File: config.mk
export PLATFORM = sky130hd
export DESIGN_NAME = hpdmc_initseq
export DESIGN_NICKNAME = d
export VERILOG_FILES = /design/src/rtl/hpdmc_initseq.sv
export SDC_FILE = /design/constraint.sdc
export NUM_CORES = 1
export LEC_CHECK = 0
export CORE_MARGIN = 4
export CORE_UTILIZATION = 58
export CTS_BUF_LIST = sky130_fd_sc_hd__clkbuf_2 sky130_fd_sc_hd__clkbuf_4 sky130_fd_sc_hd__clkbuf_8
export CTS_CLUSTER_DIAMETER = 30
export DETAILED_ROUTE_END_ITERATION = 7
export PLACE_DENSITY = 0.84
export SYNTH_ARGS = -nofsm -noshare
export SYNTH_HDL_FRONTEND = slang
export SYNTH_SLANG_ARGS = --single-unit
File: constraint.sdc
create_clock -name sys_clk -period 3.25 [get_ports sys_clk]
set_input_delay 0.975 -clock sys_clk [delete_from_list [all_inputs] [get_ports sys_clk]]
set_output_delay 0.975 -clock sys_clk [all_outputs]
set_load 0.02 [all_outputs]
File: src/rtl/hpdmc_initseq.sv
// ----------------------------------------------------------------------------
// hpdmc_initseq
//
// SDRAM power-up / initialisation sequencer. On a start request it holds CKE
// low for the power-up time, raises CKE, then issues the standard JEDEC init
// command train on the SDRAM control bus:
//
//   PRECHARGE ALL, EMRS, MRS (DLL reset), PRECHARGE ALL,
//   AUTO REFRESH, AUTO REFRESH, MRS (normal)
//
// It then waits for DLL lock and reports done. All outputs are registered,
// and a single 16-bit down-counter provides every wait interval.
//
// Parameters
//   T_PWRUP  cycles with CKE low before the command train
//   T_RP     PRECHARGE to next command
//   T_MRD    (E)MRS to next command
//   T_RFC    AUTO REFRESH to next command
//   T_DLL    final MRS to done
//   MR_VAL   mode register value (bit 8 is overridden by the sequencer)
//   EMR_VAL  extended mode register value
//   A timing parameter of 0 behaves as 1.
//
// Ports
//   sys_clk      system clock, rising edge
//   sys_rst_n    asynchronous active-low reset
//   start        single-cycle request to run the sequence (IDLE/DONE only)
//   busy         sequence in progress
//   done         sequence completed, held until next start or reset
//   sdram_cke    SDRAM clock enable
//   sdram_cs_n   chip select
//   sdram_ras_n  RAS
//   sdram_cas_n  CAS
//   sdram_we_n   WE
//   sdram_adr    address / mode bits
//   sdram_ba     bank address
// ----------------------------------------------------------------------------
module hpdmc_initseq #(
    parameter int unsigned T_PWRUP = 20000,
    parameter int unsigned T_RP    = 2,
    parameter int unsigned T_MRD   = 2,
    parameter int unsigned T_RFC   = 8,
    parameter int unsigned T_DLL   = 200,
    parameter logic [12:0] MR_VAL  = 13'h022,
    parameter logic [12:0] EMR_VAL = 13'h000
) (
    input  logic        sys_clk,
    input  logic        sys_rst_n,
    input  logic        start,
    output logic        busy,
    output logic        done,
    output logic        sdram_cke,
    output logic        sdram_cs_n,
    output logic        sdram_ras_n,
    output logic        sdram_cas_n,
    output logic        sdram_we_n,
    output logic [12:0] sdram_adr,
    output logic [1:0]  sdram_ba
);

    // Zero-valued timing parameters are promoted to 1.
    localparam int unsigned TPwrup = (T_PWRUP == 0) ? 1 : T_PWRUP;
    localparam int unsigned TRp    = (T_RP    == 0) ? 1 : T_RP;
    localparam int unsigned TMrd   = (T_MRD   == 0) ? 1 : T_MRD;
    localparam int unsigned TRfc   = (T_RFC   == 0) ? 1 : T_RFC;
    localparam int unsigned TDll   = (T_DLL   == 0) ? 1 : T_DLL;

    // Counter reload values. A state that lasts N cycles is entered with N-1
    // and leaves on the cycle it reads 0, so the next command lands exactly
    // N cycles after the current one.
    localparam logic [15:0] LdPwrup = 16'(TPwrup - 1);
    localparam logic [15:0] LdRp    = 16'(TRp - 1);
    localparam logic [15:0] LdMrd   = 16'(TMrd - 1);
    localparam logic [15:0] LdRfc   = 16'(TRfc - 1);
    // The MRS command cycle itself is one of the T_DLL cycles, so DLL_WAIT
    // covers the remaining T_DLL-1 cycles (skipped entirely when T_DLL is 1).
    localparam logic [15:0] LdDll   = (TDll > 1) ? 16'(TDll - 2) : 16'd0;

    localparam logic [12:0] AdrPreAll = 13'h0400;  // A10 selects all banks
    localparam logic [12:0] MrDllRst  = MR_VAL | 13'h0100;
    localparam logic [12:0] MrRun     = MR_VAL & 13'h1eff;

    typedef enum logic [3:0] {
        StIdle,
        StPwrup,
        StCkeNop,
        StPre1,
        StEmrs,
        StMrsDllRst,
        StPre2,
        StRef1,
        StRef2,
        StMrs,
        StDllWait,
        StDone
    } state_e;

    state_e      state;
    logic [15:0] cnt;

    wire cnt_zero = (cnt == 16'd0);

    always_ff @(posedge sys_clk or negedge sys_rst_n) begin
        if (!sys_rst_n) begin
            state       <= StIdle;
            cnt         <= 16'd0;
            busy        <= 1'b0;
            done        <= 1'b0;
            sdram_cke   <= 1'b0;
            sdram_cs_n  <= 1'b1;
            sdram_ras_n <= 1'b1;
            sdram_cas_n <= 1'b1;
            sdram_we_n  <= 1'b1;
            sdram_adr   <= 13'd0;
            sdram_ba    <= 2'd0;
        end else begin
            // Default bus cycle is a deselect; adr/ba keep their last value.
            sdram_cs_n  <= 1'b1;
            sdram_ras_n <= 1'b1;
            sdram_cas_n <= 1'b1;
            sdram_we_n  <= 1'b1;

            // Saturating countdown; any reload below overrides this.
            if (!cnt_zero) begin
                cnt <= cnt - 16'd1;
            end

            case (state)
                StIdle: begin
                    if (start) begin
                        state     <= StPwrup;
                        busy      <= 1'b1;
                        done      <= 1'b0;
                        sdram_cke <= 1'b0;
                        cnt       <= LdPwrup;
                    end
                end

                StPwrup: begin
                    if (cnt_zero) begin
                        state     <= StCkeNop;
                        sdram_cke <= 1'b1;
                        cnt       <= 16'd1;  // two NOP cycles with CKE high
                    end
                end

                StCkeNop: begin
                    if (cnt_zero) begin
                        state       <= StPre1;
                        sdram_cs_n  <= 1'b0;
                        sdram_ras_n <= 1'b0;
                        sdram_we_n  <= 1'b0;
                        sdram_adr   <= AdrPreAll;
                        sdram_ba    <= 2'b00;
                        cnt         <= LdRp;
                    end
                end

                StPre1: begin
                    if (cnt_zero) begin
                        state       <= StEmrs;
                        sdram_cs_n  <= 1'b0;
                        sdram_ras_n <= 1'b0;
                        sdram_cas_n <= 1'b0;
                        sdram_we_n  <= 1'b0;
                        sdram_adr   <= EMR_VAL;
                        sdram_ba    <= 2'b01;
                        cnt         <= LdMrd;
                    end
                end

                StEmrs: begin
                    if (cnt_zero) begin
                        state       <= StMrsDllRst;
                        sdram_cs_n  <= 1'b0;
                        sdram_ras_n <= 1'b0;
                        sdram_cas_n <= 1'b0;
                        sdram_we_n  <= 1'b0;
                        sdram_adr   <= MrDllRst;
                        sdram_ba    <= 2'b00;
                        cnt         <= LdMrd;
                    end
                end

                StMrsDllRst: begin
                    if (cnt_zero) begin
                        state       <= StPre2;
                        sdram_cs_n  <= 1'b0;
                        sdram_ras_n <= 1'b0;
                        sdram_we_n  <= 1'b0;
                        sdram_adr   <= AdrPreAll;
                        sdram_ba    <= 2'b00;
                        cnt         <= LdRp;
                    end
                end

                StPre2: begin
                    if (cnt_zero) begin
                        state       <= StRef1;
                        sdram_cs_n  <= 1'b0;
                        sdram_ras_n <= 1'b0;
                        sdram_cas_n <= 1'b0;
                        cnt         <= LdRfc;
                    end
                end

                StRef1: begin
                    if (cnt_zero) begin
                        state       <= StRef2;
                        sdram_cs_n  <= 1'b0;
                        sdram_ras_n <= 1'b0;
                        sdram_cas_n <= 1'b0;
                        cnt         <= LdRfc;
                    end
                end

                StRef2: begin
                    if (cnt_zero) begin
                        state       <= StMrs;
                        sdram_cs_n  <= 1'b0;
                        sdram_ras_n <= 1'b0;
                        sdram_cas_n <= 1'b0;
                        sdram_we_n  <= 1'b0;
                        sdram_adr   <= MrRun;
                        sdram_ba    <= 2'b00;
                    end
                end

                // MRS lasts exactly one cycle; the DLL lock wait follows.
                StMrs: begin
                    if (TDll == 1) begin
                        state <= StDone;
                        busy  <= 1'b0;
                        done  <= 1'b1;
                        cnt   <= 16'd1;
                    end else begin
                        state <= StDllWait;
                        cnt   <= LdDll;
                    end
                end

                StDllWait: begin
                    if (cnt_zero) begin
                        state <= StDone;
                        busy  <= 1'b0;
                        done  <= 1'b1;
                        cnt   <= 16'd1;
                    end
                end

                // The counter is left at 1 on entry so a start sampled in the
                // cycle done rises is dropped; it is accepted from then on.
                StDone: begin
                    if (start && cnt_zero) begin
                        state     <= StPwrup;
                        busy      <= 1'b1;
                        done      <= 1'b0;
                        sdram_cke <= 1'b0;
                        cnt       <= LdPwrup;
                    end
                end

                default: begin
                    state <= StIdle;
                    busy  <= 1'b0;
                    done  <= 1'b0;
                    cnt   <= 16'd0;
                end
            endcase
        end
    end

endmodule

==> impl_metrics.yaml <==
power:
  ir_worst_vdd_mv: 0.233
  powerDensity_mw_per_mm2: 300
  leakage_nw: 0.859
synth:
  netlist.area_leader.share_pct: 33.5
  yosys_warnings: 0
  synth.area.top_cells: "dfrtp_1 33%, buf_4 5.2%, nor2_1 5.0%, dfstp_2 3.9%, nand2_1 3.7%"
  synth-edff-count: 0
  syn_inst: 230
  syn_area_per_cell_um2: 8.78
  synth_cell_types: 65
  yosysTopAreaCell: "dfrtp_1"
  synth-seq-cells: 30
  seq_area_frac_synth_pct: 37.4
  async_flop_share_pct: 100
  synthFlopType: "dfrtp_1"
  synthesis.area_mm2: 0.00202
cts:
  cts_buffers: 5
  clkTransAtPathRegs_ps: 100
  cts.path.max_buffers: 2
  htree_levels: 2
  post_cts_resized: 0
  cts_tree: "built"
  numClockSinks: 30
  cts_setup_buffers: 0
  cts-root-buf: "clkbuf_4"
  hold_buffers: 0
  insertion_delay_ps: 330
sta:
  slew_headroom_pct: 49.0
  fin_crit_ps: 2530
  max_freq_mhz: 395
  fin_crit_sh_pct: 77.9
  drv_slew: 0
  setup_viol: 0
  rsz0062_at_grt: "false"
  hold_violations: 0
  fin_tns_setup_ps: 0
  fin_worst_skew_ps: 16.5
  hold_slack_ps: 503
  worst_pin_slew_ps: 765
floorplanning:
  num_io_pins: 25
  fp-row-count: 21
  die_w_um: 67.0
  core-area_mm2: 0.00334
  die-area_mm2: 0.00449
  die_h_um: 67.0
  start_util_pct: 60.5
global_route:
  grt_pass1_vias: 1581
  antenna_found_initial: 0
  grt_max_degree: 31
  use_met2_pct: 32.8
  grt_pass1_wl_mm: 7.27
  grtUsageTotal_pct: 21.4
  grtUsageMet3_pct: 6.07
  busiest_layer: "met2"
  met1_usage_pct: 28.6
  grt_overflow: 0
finish:
  drive_above_1_share_pct: 12.7
  fillCellCount: 309
  antenna_cells: 0
  fin_nets: 242
  area_growth_syn_to_layout_pct: 7.62
drt:
  wirelength_mm: 4.16
  dr.pass1.iters: 4
  ant_nets: 0
  first_iter_violations: 88
  drt-vias-per-instance: 5.95
  wl_per_cell_um: 14.7
  drcViolationCount: 0
  vias: 1683
critical_path:
  critPathMaxFanout: 16
  worstPathRequired_ps: 3430
  critical_path_arrival_ps: 2720
  crit_type: "register to register"
  critPathLaunchType: "register"
  worstSetupEndpointType: "register"
run:
  maxCapViolations: 0
worst_hold_path:
  hold_class: "register to register"
place:
  io_buffers: 14
  place_congestion: 0.840
  dp.final_hpwl_mm: 2.90
status:
  status: "complete, no violations"
placed cells by master (no fill, tap or decap), drive strengths merged, types with 6 or more instances in the layout:
| master | count |
|---|---|
| nor2 | 28 |
| a21oi | 14 |
| clkdlybuf4s50 | 14 |
| dfrtp | 27 |
| a211oi | 6 |
| nand2 | 20 |
| xnor2 | 6 |
| inv | 7 |
| nor3 | 8 |
| conb | 10 |
| clkbuf | 7 |
| o21ai | 16 |
layout make-up:
class / instances / area, µm² / share of cell area, %
inverters: 8 / 30.0 / 1.38
flip-flops and latches: 30 / 754 / 34.7
well taps: 46 / 57.6 / 2.65
repair buffers: 17 / 163 / 7.48
clock inverters: 1 / 5.00 / 0.230
multi-input cells: 174 / 1100 / 50.8
clock buffers: 7 / 58.8 / 2.71
cells by family after synthesis:
| group | after synthesis | share of synthesized area [%] |
|---|---|---|
| compound gates | 67 | 23.5 |
| xor+xnor | 10 | 4.34 |
| fa+ha+maj | 3 | 1.86 |
| buf+inv | 35 | 9.60 |
| flops | 30 | 37.4 |
| mux | 3 | 1.55 |
| other cells | 1 | 0.186 |
| simple gates | 81 | 21.6 |
layer usage:
layer | share of wire (%) | routed length, µm
met3 | 4.7 | 195
met4 | 1.7 | 71
met1 | 45 | 1880
met5 | 0 | 0
met2 | 48 | 2020
through the flow:
step | instances | cell area [µm²] | setup WS (ps) | utilization, % | total power [mW]
floorplan | 239 | 2050 | 880 | - | 0.416
global placement | 275 | 2110 | 791 | 63.2 | 0.419
detailed placement | 275 | 2110 | 769 | 63.2 | 0.419
CTS | 283 | 2170 | 734 | 65.1 | 0.658
global route | 283 | 2170 | 539 | 65.1 | 0.688
finish | 283 | 2170 | 718 | 65.1 | 0.652
critical path, stage by stage, from the launching register on:
cell and delay [ps]:
dfrtp_1 410, inv_1 90, ha_1 160, nor4b_4 380, and4_1 320, buf_4 230, nor2_1 110, a211oi_2 480
o21ai_0 190
flip-flops by register name, summed over array words and instances (netlist names):
| name | count |
|---|---|
| sdram_ba | 1 |
| sdram_adr | 3 |
| busy | 1 |
| sdram_we_n | 1 |
| sdram_ras_n | 1 |
| sdram_cke | 1 |
| state | 4 |
| cnt | 16 |
| sdram_cas_n | 1 |
| done | 1 |
synthesized netlist by cell type, drive strengths merged (2+ instances only):
cell / count
o21ai: 16
mux2i: 2
o21a: 2
or4: 3
a2bb2oi: 2
nor2: 28
a21oi: 14
nand4: 2
dfrtp: 27
clkbuf: 8
a211oi: 6
a21o: 2
dfstp: 3
buf: 19
xor2: 4
a31oi: 5
nand3: 5
or3b: 2
a22oi: 2
nand2b: 2
nand2: 20
nor3: 8
nor4: 4
inv: 7
ha: 3
xnor2: 6
path summary, 6_finish.rpt:
path	from	to	slack (ps)	cells after the start
worst max-delay path	cnt[0]$_DFF_PN0_	cnt[3]$_DFF_PN0_	720	8
worst min-delay path	sdram_cke$_DFFE_PN0P_	sdram_cke$_DFFE_PN0P_	500	1
worst max register to register	cnt[0]$_DFF_PN0_	cnt[3]$_DFF_PN0_	720	8
worst min register to register	sdram_cke$_DFFE_PN0P_	sdram_cke$_DFFE_PN0P_	500	1
max in group asynchronous	sys_rst_n	sdram_ras_n$_DFF_PN1_	1890	2
min in group asynchronous	sys_rst_n	cnt[10]$_DFF_PN0_	1030	2
where the power goes:
part / internal, mW / total (mW) / leakage, nW / switching, mW
Clock: 0.113 / 0.239 / 0.0387 / 0.126
Combinational: 0.00682 / 0.0290 / 0.470 / 0.0222
Sequential: 0.377 / 0.383 / 0.350 / 0.00632
Total: 0.497 / 0.652 / 0.859 / 0.155
No activity file was read; power rests on OpenSTA's default activity.
